[src/rtl/up_down_count_monitor.sv]
// up_down_count_monitor
// Watches the count bus of an up/down counter, tracks its direction and
// flags illegal jumps, direction reversals and wrap-arounds.
//
// Optional feature: define UP_DOWN_MON_ERR_CNT_EN to add err_cnt, a
// saturating 8-bit count of err pulses.
//
// Timing: q_in is registered into cur_q; the previous cur_q sits in prev_q.
// The pair (cur_q, prev_q) is classified combinationally and every output
// is registered, so a q_in change before edge N shows on the outputs after
// edge N+1. The block has no handshake: it observes the bus every cycle.
// dbg_state_o exposes the FSM state (IDLE=0, ARMED=1, UP=2, DOWN=3).
module up_down_count_monitor #(
  parameter int WIDTH  = 4,
  parameter int STEP_W = 8
) (
  input  logic              clk,
  input  logic              res,
  input  logic [WIDTH-1:0]  q_in,
  output logic              dir,
  output logic              locked,
  output logic              err,
  output logic              rev,
  output logic              wrap,
  output logic [STEP_W-1:0] step_cnt,
`ifdef UP_DOWN_MON_ERR_CNT_EN
  output logic [7:0]        err_cnt,
`endif
  output logic [1:0]        dbg_state_o
);

  typedef enum logic [1:0] {
    S_IDLE  = 2'd0,
    S_ARMED = 2'd1,
    S_UP    = 2'd2,
    S_DOWN  = 2'd3
  } state_t;

  state_t              state_q, state_d;
  logic [WIDTH-1:0]    cur_q, prev_q;
  logic                dir_q, dir_d;
  logic                locked_q, locked_d;
  logic                err_q, err_d;
  logic                rev_q, rev_d;
  logic                wrap_q, wrap_d;
  logic [STEP_W-1:0]   step_q, step_d;

  logic [WIDTH-1:0]    prev_inc, prev_dec;
  logic                is_inc, is_dec, is_same, is_bad;

  // Classify the latest sample against the one before it, modulo 2^WIDTH.
  always_comb begin
    prev_inc = prev_q + WIDTH'(1);
    prev_dec = prev_q - WIDTH'(1);
    is_inc   = (cur_q == prev_inc);
    is_dec   = (cur_q == prev_dec);
    is_same  = (cur_q == prev_q);
    is_bad   = !(is_inc || is_dec || is_same);
  end

  // Next-state and output decode; IDLE only captures, it never classifies.
  always_comb begin
    state_d = state_q;
    dir_d   = dir_q;
    err_d   = 1'b0;
    rev_d   = 1'b0;
    wrap_d  = 1'b0;
    step_d  = step_q;

    case (state_q)
      S_IDLE: begin
        state_d = S_ARMED;
      end
      S_ARMED: begin
        if (is_inc) begin
          state_d = S_UP;
          dir_d   = 1'b0;
        end else if (is_dec) begin
          state_d = S_DOWN;
          dir_d   = 1'b1;
        end else if (is_bad) begin
          err_d   = 1'b1;
        end
      end
      S_UP: begin
        if (is_dec) begin
          state_d = S_DOWN;
          dir_d   = 1'b1;
          rev_d   = 1'b1;
        end else if (is_bad) begin
          state_d = S_ARMED;
          err_d   = 1'b1;
        end
      end
      S_DOWN: begin
        if (is_inc) begin
          state_d = S_UP;
          dir_d   = 1'b0;
          rev_d   = 1'b1;
        end else if (is_bad) begin
          state_d = S_ARMED;
          err_d   = 1'b1;
        end
      end
      default: begin
        state_d = S_IDLE;
      end
    endcase

    // Step counting and wrap detection apply in every classifying state.
    if (state_q != S_IDLE) begin
      if ((is_inc || is_dec) && (step_q != {STEP_W{1'b1}})) begin
        step_d = step_q + STEP_W'(1);
      end
      wrap_d = (is_inc && (prev_q == {WIDTH{1'b1}})) ||
               (is_dec && (prev_q == {WIDTH{1'b0}}));
    end

    locked_d = (state_d == S_UP) || (state_d == S_DOWN);
  end

  // Sample pipeline, FSM state and registered outputs.
  always_ff @(posedge clk) begin
    if (res) begin
      state_q  <= S_IDLE;
      cur_q    <= '0;
      prev_q   <= '0;
      dir_q    <= 1'b0;
      locked_q <= 1'b0;
      err_q    <= 1'b0;
      rev_q    <= 1'b0;
      wrap_q   <= 1'b0;
      step_q   <= '0;
    end else begin
      state_q  <= state_d;
      cur_q    <= q_in;
      prev_q   <= cur_q;
      dir_q    <= dir_d;
      locked_q <= locked_d;
      err_q    <= err_d;
      rev_q    <= rev_d;
      wrap_q   <= wrap_d;
      step_q   <= step_d;
    end
  end

`ifdef UP_DOWN_MON_ERR_CNT_EN
  logic [7:0] err_cnt_q;

  // Saturating count of err pulses, updated in the same edge as err.
  always_ff @(posedge clk) begin
    if (res) begin
      err_cnt_q <= '0;
    end else if (err_d && (err_cnt_q != 8'hFF)) begin
      err_cnt_q <= err_cnt_q + 8'd1;
    end
  end

  assign err_cnt = err_cnt_q;
`endif

  assign dir         = dir_q;
  assign locked      = locked_q;
  assign err         = err_q;
  assign rev         = rev_q;
  assign wrap        = wrap_q;
  assign step_cnt    = step_q;
  assign dbg_state_o = state_q;

endmodule

[config.mk]
export PLATFORM = sky130hd
export DESIGN_NAME = up_down_count_monitor
export DESIGN_NICKNAME = d
export VERILOG_FILES = /design/src/rtl/up_down_count_monitor.sv
export SDC_FILE = /design/constraint.sdc
export NUM_CORES = 1
export LEC_CHECK = 0
export BUFFER_PORTS_ARGS = -buffer_cell sky130_fd_sc_hd__buf_2
export CELL_PAD_IN_SITES_DETAIL_PLACEMENT = 1
export CELL_PAD_IN_SITES_GLOBAL_PLACEMENT = 2
export CORE_AREA = 3 3 69 55
export DETAILED_ROUTE_END_ITERATION = 10
export DIE_AREA = 0 0 72 58
export GPL_ROUTABILITY_DRIVEN = 0
export PLACE_DENSITY = 0.8
export SKIP_CTS_REPAIR_TIMING = 1
export SLEW_MARGIN = 30
export SYNTH_ARGS = -nofsm -noshare
export SYNTH_HDL_FRONTEND = slang
export SYNTH_SLANG_ARGS = --single-unit
[constraint.sdc]
create_clock -name clk -period 3.1 [get_ports clk]
set_input_delay 0 -clock clk [delete_from_list [all_inputs] [get_ports clk]]
set_output_delay 0 -clock clk [all_outputs]
set_load 0.05 [all_outputs]
==> impl_metrics.tcl <==
set metrics [dict create \
    rsz0062_at_grt "no" \
    clock.fmax_ghz 0.4304 \
    most-common-layout-cells "23 x sky130_fd_sc_hd__dfxtp_1, 20 x sky130_fd_sc_hd__buf_2, 10 x sky130_fd_sc_hd__nor2b_1" \
    start_kind "register" \
    worst-endpoint-arrival_ns 2.52 \
    final.period_utilization 0.7494 \
    most_common_library_cell_in_the_layout_ignoring_fill_and_taps "sky130_fd_sc_hd__dfxtp_1" \
    crit_fanout 11 \
    grt_antenna_before_repair 0 \
    initial_core_util 0.3423 \
    finalSetupTns_ns 0 \
    die_area_sq_mm 0.004176 \
    power_leakage_uw 0.0005590 \
    synthesis.nets 129 \
    crit_slowest_cell "sky130_fd_sc_hd__or4_1" \
    placedInstanceArea_sq_mm 0.001225 \
    design_area_sq_mm 0.001310 \
    hold_class "in -> reg" \
    drtIter0Drc 31 \
    crit_buf_inv 1 \
    netlist_instances 119 \
    remaining_drc_errors 0 \
    synth_seq_cells 23 \
    placement_rows 18 \
    p_per_area_mw_per_mm2 455.9 \
    endpoint_kind "register" \
    synth.yosys.warnings 0 \
    cts-htree-levels 1 \
    first_global_vias 847 \
    cp_top_family "simple AND/OR/NAND/NOR gates" \
    internal_power_uw 430.9 \
    synth_area_sq_mm 0.001102 \
    clock_transition_at_the_registers_of_the_reported_paths_ns 0.08 \
    power.sequential.fraction 0.527 \
    timing.max_slew.rel_slack 0.6644 \
    io_buffer_count 20 \
    post-dp-hpwl_um 1853 \
    cp_data_required_time_ns 3.30 \
    tritoncts.num_buffers 3 \
    postRouteAntennaNets 0 \
    timing_max_transition_violations_final 0 \
    share_clk_of_total_power 0.314 \
    clock-sinks 23 \
    drt-vias-per-instance 5.088 \
    max_root_sink_buffers 2 \
    power_switching_share 0.2784 \
    grt-ovfl-total 0 \
    run_status "finished, final reports clean" \
    clk_latency_ns 0.27 \
    max_cap_violations 0 \
    worst_slew_pin_slew_ns 0.4987 \
    commonest_register_cell_after_synthesis "sky130_fd_sc_hd__dfxtp_1" \
    finalCriticalPeriod_ns 2.323 \
    syn_area_per_cell_sq_um 9.263 \
    worstSetupPathType "reg -> reg" \
    share_comb_of_total_power 0.159 \
    power_switching_uw 166.3 \
    final-hold-violation-count 0 \
    groute.usage.overall 0.1255 \
    layout-drive-gt1-share 0.1761 \
    peakVddDrop_uv 232.0 \
    die_width_um 72 \
    pin_count 21 \
    ff_latch_area_sq_um 460.4 \
    final.fill_count 385 \
    multi_input_comb_area_sq_um 595.6 \
    grt_first_pass_wirelength_um 4084 \
    tritoncts_clock_tree "done" \
    drtPass1Iterations 4 \
    cp_slowest_stage_delay_ns 0.52 \
    area_growth_pct 18.84 \
    diodes 0 \
    grt_max_degree 26 \
    floorplan.core_area_sq_mm 0.003221 \
    cts-root-buf "sky130_fd_sc_hd__clkbuf_8" \
    report.final.setup_viol 0 \
    post_synth_cell_types 33 \
    async_flop_share 0 \
    synth-seq-area-share 0.4177 \
    report.power.total_uw 597.2 \
    routed_wire_length_per_instance_um 13.67 \
    critical_path.cell_chain "inv_1, ha_1, xnor2_1, nand3_1, o22a_1, or4_1, a21oi_1" \
    synth-edff-count 0 \
    routed_wirelength_um 2488 \
    nNetsFinal 153 \
    die_h_um 58 \
    worst_clock_skew_ns 0.004322 \
    vias 926 \
]
==> final timing paths <==
check,startpoint,end,slack [ns],cells past startpoint
max,prev_q[0],step_cnt[3],0.78,7
min,res,cur_q[2],0.16,2
max reg2reg,prev_q[0],step_cnt[3],0.78,7
min reg2reg,cur_q[0],prev_q[0],0.48,1
==> routing by layer <==
| metal | vias up | wire length (um) | share of wire | global-route usage |
|---|---|---|---|---|
| li1 | 470 | - | - | - |
| met1 | 435 | 1276 | 0.51 | 0.1704 |
| met2 | 17 | 1080 | 0.43 | 0.1872 |
| met3 | 4 | 100 | 0.040 | 0.03813 |
| met4 | 0 | 30 | 0.012 | 0.04826 |
| met5 | - | 0 | 0 | 0 |
==> through the flow <==
stage | hold slack (ns) | util | setup slack [ns] | instances
floorplan | 0.07161 | - | 0.9771 | 119
global placement | 0.2077 | 0.3803 | 0.8831 | 174
detailed placement | 0.2183 | 0.3803 | 0.7573 | 174
CTS | -0.06557 | 0.3943 | 0.7552 | 178
global route | 0.1806 | 0.4068 | 0.5744 | 182
finish | 0.1625 | 0.4068 | 0.7768 | 182
==> logic make-up after synthesis <==
family	share of synthesized area
XOR/XNOR	0.1033
buffers and inverters	0.04199
multiplexers	0.02043
flip-flops	0.4177
AND/OR/NAND/NOR	0.2440
AO/OA/AOI/OAI	0.1271
adder cells (fa/ha/maj)	0.04540
==> final cells by class <==
| type | count | share of cell area |
|---|---|---|
| Inverter | 5 | 0.01433 |
| Timing Repair Buffer | 24 | 0.1070 |
| Clock buffer | 4 | 0.03438 |
| Sequential cell | 23 | 0.3515 |
| Tap cell | 40 | 0.03820 |
| Multi-Input combinational cell | 86 | 0.4546 |
==> synthesized netlist by cell type, types with 2 or more instances <==
| cell | count | area [sq um] |
|---|---|---|
| sky130_fd_sc_hd__a211oi_1 | 2 | 15.01 |
| sky130_fd_sc_hd__a21oi_1 | 8 | 40.04 |
| sky130_fd_sc_hd__and3_1 | 3 | 18.77 |
| sky130_fd_sc_hd__clkbuf_1 | 2 | 7.510 |
| sky130_fd_sc_hd__dfxtp_1 | 23 | 460.4 |
| sky130_fd_sc_hd__ha_1 | 4 | 50.05 |
| sky130_fd_sc_hd__inv_1 | 5 | 18.77 |
| sky130_fd_sc_hd__mux2_1 | 2 | 22.52 |
| sky130_fd_sc_hd__nand2_1 | 4 | 15.01 |
| sky130_fd_sc_hd__nand3_1 | 7 | 35.03 |
| sky130_fd_sc_hd__nor2_1 | 8 | 30.03 |
| sky130_fd_sc_hd__nor2b_1 | 10 | 62.56 |
| sky130_fd_sc_hd__nor3_1 | 8 | 40.04 |
| sky130_fd_sc_hd__nor4_1 | 2 | 12.51 |
| sky130_fd_sc_hd__o21ai_0 | 2 | 10.01 |
| sky130_fd_sc_hd__o31ai_1 | 4 | 30.03 |
| sky130_fd_sc_hd__or4_1 | 4 | 30.03 |
| sky130_fd_sc_hd__xnor2_1 | 2 | 17.52 |
| sky130_fd_sc_hd__xnor3_1 | 2 | 45.04 |
| sky130_fd_sc_hd__xor2_1 | 4 | 35.03 |
==> flip-flops by register name (all words and copies together), names as in the netlist <==
register / count
rev: 1
locked: 1
dbg_state_o: 2
dir: 1
err: 1
prev_q: 4
wrap: 1
cur_q: 4
step_cnt: 8
==> power groups by stage <==
stage                     Combinational (uW)  Sequential, uW  Clock, uW
after floorplan                         58.4             335          0
after global placement                  90.0             321          0
after detailed placement                91.6             322          0
after CTS                               92.0             315        198
after global routing                     105             317        210
final                                   95.0             315        188
(Power assumes the default switching activity.)
